`config.mk`:
```
export PLATFORM = sky130hd
export DESIGN_NAME = mem_wb_pipe_reg
export DESIGN_NICKNAME = d
export VERILOG_FILES = /design/src/rtl/mem_wb_pipe_reg.sv
export SDC_FILE = /design/constraint.sdc
export NUM_CORES = 1
export LEC_CHECK = 0
export ABC_AREA = 0
export CAP_MARGIN = 20
export CORE_UTILIZATION = 40
export CTS_BUF_LIST = sky130_fd_sc_hd__clkbuf_16
export CTS_CLUSTER_SIZE = 8
export DETAILED_ROUTE_END_ITERATION = 10
export GPL_TIMING_DRIVEN = 0
export PLACE_DENSITY = 0.71
export SKIP_LAST_GASP = 1
export SLEW_MARGIN = 20
export SYNTH_ARGS = -nofsm -noshare
export SYNTH_HDL_FRONTEND = slang
export SYNTH_SLANG_ARGS = --single-unit
```
`constraint.sdc`:
```
create_clock -name clk -period 1.8 [get_ports clk]
set_clock_uncertainty 0.15 [all_clocks]
set_input_delay 0.36 -clock clk [delete_from_list [all_inputs] [get_ports clk]]
set_output_delay 0.36 -clock clk [all_outputs]
set_load 0.01 [all_outputs]
```
`src/rtl/mem_wb_pipe_reg.sv`:
```
// MEM/WB pipeline register with valid/ready handshake and a 2-entry skid buffer.
// The head (main) register drives the WB-facing outputs. The skid register
// catches the one extra entry that can arrive while WB is stalled. in_ready is
// a registered decode of occupancy, so out_ready never reaches in_ready
// combinationally.
//
// Optional build macro: MEM_WB_STALL_CNT_EN
//   Adds a 32-bit saturating stall_cnt output. It counts cycles where
//   out_valid & !out_ready. Only reset clears it; flush leaves it alone.
//
// state    | meaning
// ---------+------------------------------------------------
// ST_EMPTY | no entries held, outputs show stale main data
// ST_ONE   | main holds the head entry
// ST_FULL  | main holds the head entry, skid holds the next one

module mem_wb_pipe_reg #(
  parameter int DATA_W = 64,
  parameter int ADDR_W = 64,
  parameter int RD_W   = 5
) (
  input  logic              clk,
  input  logic              reset,
  input  logic              flush,
  input  logic              in_valid,
  output logic              in_ready,
  input  logic [1:0]        WB,
  input  logic [DATA_W-1:0] Read_Data,
  input  logic [RD_W-1:0]   rd,
  input  logic [ADDR_W-1:0] Mem_Address,
  output logic              out_valid,
  input  logic              out_ready,
  output logic              Mem_to_Reg,
  output logic              Reg_Write,
  output logic [DATA_W-1:0] Read_Data_out,
  output logic [RD_W-1:0]   rd_out,
  output logic [ADDR_W-1:0] Mem_Address_out
`ifdef MEM_WB_STALL_CNT_EN
  ,
  output logic [31:0]       stall_cnt
`endif
);

  typedef enum logic [1:0] {
    ST_EMPTY = 2'd0,
    ST_ONE   = 2'd1,
    ST_FULL  = 2'd2
  } state_e;

  typedef struct packed {
    logic [1:0]        wb;
    logic [DATA_W-1:0] data;
    logic [RD_W-1:0]   rd;
    logic [ADDR_W-1:0] addr;
  } entry_t;

  state_e state_q, state_d;
  entry_t main_q, main_d;
  entry_t skid_q, skid_d;
  logic   in_ready_q, in_ready_d;
  logic   out_valid_q, out_valid_d;

  entry_t in_entry;
  logic   in_fire;
  logic   out_fire;

  assign in_entry = '{wb: WB, data: Read_Data, rd: rd, addr: Mem_Address};
  assign in_fire  = in_valid & in_ready_q;
  assign out_fire = out_valid_q & out_ready;

  // Next-state and storage update; a flush forces EMPTY and blocks any load so
  // the entry offered on that cycle is discarded without disturbing main/skid.
  always_comb begin
    state_d = state_q;
    main_d  = main_q;
    skid_d  = skid_q;
    if (flush) begin
      state_d = ST_EMPTY;
    end else begin
      unique case (state_q)
        ST_EMPTY: begin
          if (in_fire) begin
            state_d = ST_ONE;
            main_d  = in_entry;
          end
        end
        ST_ONE: begin
          if (in_fire && out_fire) begin
            main_d = in_entry;
          end else if (in_fire) begin
            state_d = ST_FULL;
            skid_d  = in_entry;
          end else if (out_fire) begin
            state_d = ST_EMPTY;
          end
        end
        ST_FULL: begin
          if (out_fire) begin
            state_d = ST_ONE;
            main_d  = skid_q;
          end
        end
        default: begin
          state_d = ST_EMPTY;
        end
      endcase
    end
  end

  // Handshake flags are registered decodes of the next occupancy.
  always_comb begin
    in_ready_d  = (state_d != ST_FULL);
    out_valid_d = (state_d != ST_EMPTY);
  end

  // State, storage and handshake flops; reset also zeroes both data registers.
  always_ff @(posedge clk) begin
    if (reset) begin
      state_q     <= ST_EMPTY;
      main_q      <= '0;
      skid_q      <= '0;
      in_ready_q  <= 1'b1;
      out_valid_q <= 1'b0;
    end else begin
      state_q     <= state_d;
      main_q      <= main_d;
      skid_q      <= skid_d;
      in_ready_q  <= in_ready_d;
      out_valid_q <= out_valid_d;
    end
  end

  assign in_ready        = in_ready_q;
  assign out_valid       = out_valid_q;
  assign Mem_to_Reg      = main_q.wb[0];
  assign Reg_Write       = main_q.wb[1] & out_valid_q;
  assign Read_Data_out   = main_q.data;
  assign rd_out          = main_q.rd;
  assign Mem_Address_out = main_q.addr;

`ifdef MEM_WB_STALL_CNT_EN
  logic [31:0] stall_cnt_q, stall_cnt_d;

  // Saturating count of cycles where WB holds off a valid head entry.
  always_comb begin
    stall_cnt_d = stall_cnt_q;
    if (out_valid_q && !out_ready && (stall_cnt_q != 32'hFFFF_FFFF)) begin
      stall_cnt_d = stall_cnt_q + 32'd1;
    end
  end

  // Stall counter flop; intentionally survives flush.
  always_ff @(posedge clk) begin
    if (reset) begin
      stall_cnt_q <= '0;
    end else begin
      stall_cnt_q <= stall_cnt_d;
    end
  end

  assign stall_cnt = stall_cnt_q;
`endif

endmodule

```
==> metrics.yaml, run 1 <==
drv_cap: 0
arrival_ps: 2230
stdcell_count: 2098
ys.flop_type: "dfxtp_1"
dr_wl_met2_microns: 17900
violations: "negative setup slack"
vias: 10900
r2r_slack_ps: -170
placed_area_sq_mm: 0.0152
critPathCaptureType: "register"
drc: 0
ys_ff_latch: 274
multi_input_area_sq_mm: 0.00540
path_cells: "buf_6 > nand2b_4 > a211oi_4 > buf_4 > or2_1 > buf_6 > buf_12 > buf_12 > buf_16 > a211oi_2"
synth_top_area_share: 0.461
hold_violations: 0
rows: 62
period_share: 1.09
overflow: 0
worst_slew_pin_slew_ps: 830
min_path_type: "in2reg"
clk_latency_ps: 500
vdd_drop_max_mv: 0.609
synth.distinct_cells: 23
initial_core_util: 0.410
grt_pass1_wl_microns: 55800
finalCriticalPeriod_ps: 1970
wl_met3_microns: 2580
yosysWarnings: 0
die_h_microns: 175
port_buffers: 274
synth_top_area_cell: "dfxtp_1"
fillCellCount: 2498
dpl.cell_count: 2017
syn_avg_cell_area_sq_um: 8.76
rsz0062_at_grt: "yes"
synth_most_common_cell: "dfxtp_1"
antenna_found_initial: 3
totalWireLength_microns: 36700
fin_area_sq_mm: 0.0176
clock-root-buffer: "clkbuf_16"
dr.pass1.iters: 5
synthTopCellsByArea: "dfxtp_1 (46%), mux2i_1 (11%), nand2_1 (8.6%)"
seq_area_sq_mm: 0.00550
drive_gt1_frac: 0.238
final-setup-viol-count: 128
layout.nets: 1849
drv_slew: 0
gp_congestion: 0.809
clk_path_buf_depth: 3
yosysSeqAreaShare: 0.461
grt_pass1_vias: 10600
drt_iter0_drc: 564
syn_inst: 1359
fmaxAchievable_ghz: 0.509
vias_per_cell: 5.18
io_pins: 277
holdPathStages: 2
slowest_stage: "dfxtp_4"
slew_headroom: 0.447
setup.worst_path.class: "reg2reg"
syn_area_sq_mm: 0.0119
cp-start-kind: "register"
synth_common_cells: "dfxtp_1 (274), nand2_1 (272), a21oi_1 (139)"
dieArea_sq_mm: 0.0305
worst_slack_ps: -166
synth_edf_count: 0
cts_tree: "yes"
htreeDepth: 2
slowest_delay_ps: 360
syn-num-nets: 1499
rr_worst_depth: 10
ant_nets: 0
detail_route.wl_per_cell_microns: 17.5
drt-met1-wl_microns: 15500
cts_buffers: 40
power_leakage_nw: 7.86
path_clk_slew_ps: 60
synthArstFlopShare: 0
area_growth_pct: 47.6
powerDensity_mw_per_mm2: 883
worstPathRequired_ps: 2060
dr.max_layer_used: "met4"
grt_max_degree: 11
dpl.hpwl_microns: 24300
die_w_microns: 175
cts_sinks: 274
core_sq_mm: 0.0290
grt.total_usage: 0.229
status: "finished, violations left"
crit_fanout: 5
## logic make-up (layout without fill, tap and decap cells)
kind of cell / count (synthesis) / in the layout / share of synthesized area
compound gates: 278 / 278 / 0.147
mux: 136 / 136 / 0.114
buf+inv: 252 / 604 / 0.127
other cells: 0 / 3 / 0
simple gates: 419 / 419 / 0.151
flops: 274 / 274 / 0.461
## cell usage in the layout (no fill, tap or decap), drive strengths merged
| cell | instances |
|---|---|
| mux2i | 136 |
| a211oi | 136 |
| clkdlybuf4s15 | 10 |
| nor4 | 1 |
| nor2 | 3 |
| nand2b | 1 |
| dlygate4sd2 | 128 |
| clkdlybuf4s50 | 136 |
| inv | 3 |
| nor3 | 138 |
| clkbuf | 98 |
| a2111o | 1 |
| clkinvlp | 1 |
| and2 | 1 |
| a21oi | 139 |
| dfxtp | 274 |
| or2 | 1 |
| diode | 3 |
| a2111oi | 1 |
| or3 | 1 |
| nand3b | 1 |
| nand2 | 272 |
| a21bo | 1 |
| buf | 228 |
## worst paths after layout
check,start,to
max,state_q[1],Read_Data_out[57]
min,flush,out_valid
max reg2reg,state_q[1],Read_Data_out[57]
min reg2reg,skid_q[81],skid_q[81]
## worst max-delay path, delay by kind of cell, from the launching register on
kind                   cells  cell delay [ps]
AOI/OAI and AO/OA          2              230
buffers and inverters      6              830
DFF                        1              360
and+or+nand+nor            2              310
## report_power, final
part / internal, mW / switching [mW] / total [mW]
sequential: 6.37 / 0.161 / 6.53
clock: 3.98 / 2.54 / 6.51
combinational: 1.34 / 1.13 / 2.47
total: 11.7 / 3.83 / 15.5
## metrics by stage
step | power, mW | util | hold WS [ps] | setup TNS (ps) | setup WS (ps)
6_report | 15.5 | 0.606 | 76.7 | -8280 | -166
4_1_cts | 15.5 | 0.586 | 62.4 | -9180 | -159
3_3_place_gp | 8.88 | 0.523 | 290 | -327500 | -1420
5_1_grt | 16.1 | 0.605 | 89.7 | -21320 | -211
3_5_place_dp | 8.90 | 0.523 | 296 | -336410 | -1450
2_1_floorplan | 7.80 | - | 286 | 0 | 0.357
## state kept, by name, indices dropped and copies added (netlist names), 2 cells and up
register         cells
skid_q             135
Mem_Address_out     64
state_q              2
Read_Data_out       64
rd_out               5
## layer usage
| layer | global-route usage | vias to the layer above |
|---|---|---|
| li1 | - | 5277 |
| met1 | 0.284 | 5177 |
| met2 | 0.393 | 348 |
| met3 | 0.0564 | 57 |
| met4 | 0.0634 | 0 |
| met5 | 0 | - |
## cell type report
class                           instances  share of cell area
Clock inverter                          3            0.000855
Timing Repair Buffer                  313               0.178
Multi-Input combinational cell        833               0.307
Tap cell                              384              0.0273
Buffer                                246               0.114
Antenna cell                            3            0.000427
Inverter                                1            0.000214
Clock buffer                           41              0.0584
Sequential cell                       274               0.313
## repair_timing
action | CTS | global route
pin swaps | 5 | 10
gates resized for setup | 336 | 159
endpoints found under the setup margin | 408 | 273
setup buffers | 19 | 14
gates cloned | 5 | 4
hold buffers | 0 | 0
(Power assumes the default switching activity.)
==> run 2, diff against run 1 <==
--- a/config.mk
+++ b/config.mk
@@ -13,6 +13,7 @@
 export DETAILED_ROUTE_END_ITERATION = 10
 export GPL_TIMING_DRIVEN = 0
 export PLACE_DENSITY = 0.71
+export SKIP_CTS_REPAIR_TIMING = 1
 export SKIP_LAST_GASP = 1
 export SLEW_MARGIN = 20
 export SYNTH_ARGS = -nofsm -noshare
==> run 2 against run 1 <==
- the run still ends with negative setup slack left
- global-route usage shrank 1.1 points
- register-to-register slack got worse by 20 ps
- via count shrank 0.87%
- wire length rose by 0.26%
- first-iteration DRC count fell by 8.0%
- non-clock buffer count grew 4
- sequential power barely moved
- largest cell class is now multi-input gates
- die area stayed put
- worst hold slack improved by 6.2 ps
==> metrics.yaml, run 2 (synthesized netlist as in run 1, its figures left out) <==
status: "finished, violations left"  # unchanged
violations: "negative setup slack"  # unchanged
clock-root-buffer: "clkbuf_16"  # unchanged
powerDensity_mw_per_mm2: 877  # was 883 mW/mm^2
layout_common_cells: "clkdlybuf4s50_1 (272), dfxtp_1 (270), nand2_1 (244)"  # was nand2_1 (271), dfxtp_1 (268), buf_4 (154)
pwr-share-clk: 0.414  # was 0.420
core_sq_mm: 0.0290  # unchanged
largest-register: "skid_q"  # unchanged
final-setup-viol-count: 391  # was 128
power.switching_mw: 3.83  # about the same
dr.pass1.iters: 7  # was 5
cts_buffers: 40  # unchanged
power_leakage_nw: 7.44  # was 7.86 nW
totalWireLength_microns: 36800  # was 36700 microns
rr_worst_depth: 6  # was 10
overflow: 0  # unchanged
comb_power_share: 0.170  # was 0.159
grt_pass1_wl_microns: 53000  # was 55800 microns
initial_core_util: 0.410  # unchanged
min_to: "out_valid"  # unchanged
io_pins: 277  # unchanged
whs_ps: 82.9  # was 76.7 ps
p_total_mw: 15.7  # was 15.5 mW
p_sw_frac: 0.244  # was 0.247
path_cells: "buf_4 > clkdlybuf4s50_1"  # was buf_6 > nand2b_4 > a211oi_4 > buf_4 > or2_1 > buf_6 > buf_12 > buf_12 > buf_16 > a211oi_2
p_seq_frac: 0.416  # was 0.421
setup.worst_path.class: "reg2out"  # was reg2reg
arrival_ps: 1520  # was 2230 ps
critPathCaptureType: "primary output"  # was register
crit_fanout: 2  # was 5
utilization: 0.617  # was 0.606
die_h_microns: 175  # unchanged
drt_iter0_drc: 519  # was 564
clk_path_buf_depth: 3  # unchanged
min_path_type: "in2reg"  # unchanged
port_buffers: 274  # unchanged
internal_power_mw: 11.9  # was 11.7 mW
rsz0062_at_grt: "yes"  # unchanged
hold_violations: 0  # unchanged
largest_reg_flops: 135  # unchanged
r2r_end: "skid_q[27]"  # was Read_Data_out[57]
grt.total_usage: 0.218  # was 0.229
min_from: "flush"  # unchanged
worst_slew_pin_slew_ps: 816  # was 830 ps
dieArea_sq_mm: 0.0305  # unchanged
slew_headroom: 0.456  # was 0.447
rows: 62  # unchanged
path_clk_slew_ps: 60  # about the same
fmaxAchievable_ghz: 0.492  # was 0.509 GHz
drc: 0  # unchanged
holdPathStages: 2  # unchanged
worst_slack_ps: -232  # was -166 ps
vias: 10800  # was 10900
dpl.hpwl_microns: 24300  # unchanged
finalCriticalPeriod_ps: 2030  # was 1970 ps
area_growth_pct: 50.4  # was 47.6%
gp_congestion: 0.809  # unchanged
cp-start-kind: "register"  # unchanged
cts_tree: "yes"  # unchanged
layout.nets: 1853  # was 1849
grt_max_degree: 11  # unchanged
slowest_stage: "clkdlybuf4s50_1"  # was dfxtp_4
fin_area_sq_mm: 0.0179  # was 0.0176 sq mm
r2r_start: "state_q[0]"  # was state_q[1]
htreeDepth: 2  # unchanged
drive_gt1_frac: 0.248  # was 0.238
placed_area_sq_mm: 0.0152  # unchanged
layout_commonest_cell: "clkdlybuf4s50_1"  # was nand2_1
drv_cap: 0  # unchanged
period_share: 1.13  # was 1.09
vdd_drop_max_mv: 0.614  # was 0.609 mV
antenna_found_initial: 4  # was 3
worstPathRequired_ps: 1290  # was 2060 ps
vias_per_cell: 5.12  # was 5.18
r2r_slack_ps: -190  # was -170 ps
die_w_microns: 175  # unchanged
ant_nets: 0  # unchanged
clk_latency_ps: 500  # about the same
slowest_delay_ps: 590  # was 360 ps
fillCellCount: 2432  # was 2498
cts_sinks: 274  # unchanged
detail_route.wl_per_cell_microns: 17.5  # about the same
drv_slew: 0  # unchanged
grt_pass1_vias: 10000  # was 10600
run 2: stage by stage:
stage / TNS, ps / setup slack (ps) / instances
floorplan: 0 / 0.357 / 1359
global placement: -327500 / -1420 / 2017
detailed placement: -336410 / -1450 / 2017
CTS: -239200 / -1000 / 2061
global route: -73990 / -293 / 2101
finish: -51160 / -232 / 2103
run 2: layer usage:
layer	part of all wire	wire length [microns]	track usage	vias up
met1	0.43	15800	0.272	5099
met3	0.066	2440	0.0569	43
met2	0.49	18000	0.370	334
met5	0	0	0	-
li1	-	-	-	5288
met4	0.016	599	0.0576	0
run 2: layout make-up:
class | count | area [sq um] | share of cell area
Inverter | 1 | 3.75 | 0.000210
Clock buffer | 41 | 1030 | 0.0573
Multi-Input combinational cell | 833 | 5590 | 0.312
Timing Repair Buffer | 315 | 3430 | 0.192
Antenna cell | 4 | 10.0 | 0.000559
Buffer | 248 | 1850 | 0.103
Sequential cell | 274 | 5500 | 0.307
Clock inverter | 3 | 15.0 | 0.000839
Tap cell | 384 | 480 | 0.0268
run 2: worst max-delay path, delay by kind of cell (launching register included):
kind                   cells  cell delay [ps]
buffers and inverters      2              700
DFF                        1              320
run 2: worst max-delay path by stage:
stage	cells past startpoint	slack, ps	start	end
after global placement	8	-1420	in_valid	Mem_Address_out[48]
after global routing	6	-290	state_q[0]	skid_q[38]
after detailed placement	8	-1450	in_valid	Mem_Address_out[49]
after floorplan	7	0.4	state_q[0]	skid_q[100]
final	2	-230	Read_Data_out[30]	Read_Data_out[30]
after CTS	8	-1000	in_valid	Read_Data_out[25]
run 2: power by group through the flow:
| stage | Combinational, mW | Sequential, mW | Clock [mW] |
|---|---|---|---|
| 2_1_floorplan | 1.20 | 6.60 | 0 |
| 3_3_place_gp | 2.24 | 6.63 | 0 |
| 5_1_grt | 2.85 | 6.55 | 6.88 |
| 3_5_place_dp | 2.26 | 6.64 | 0 |
| 4_1_cts | 2.28 | 6.53 | 6.60 |
| 6_report | 2.67 | 6.53 | 6.50 |
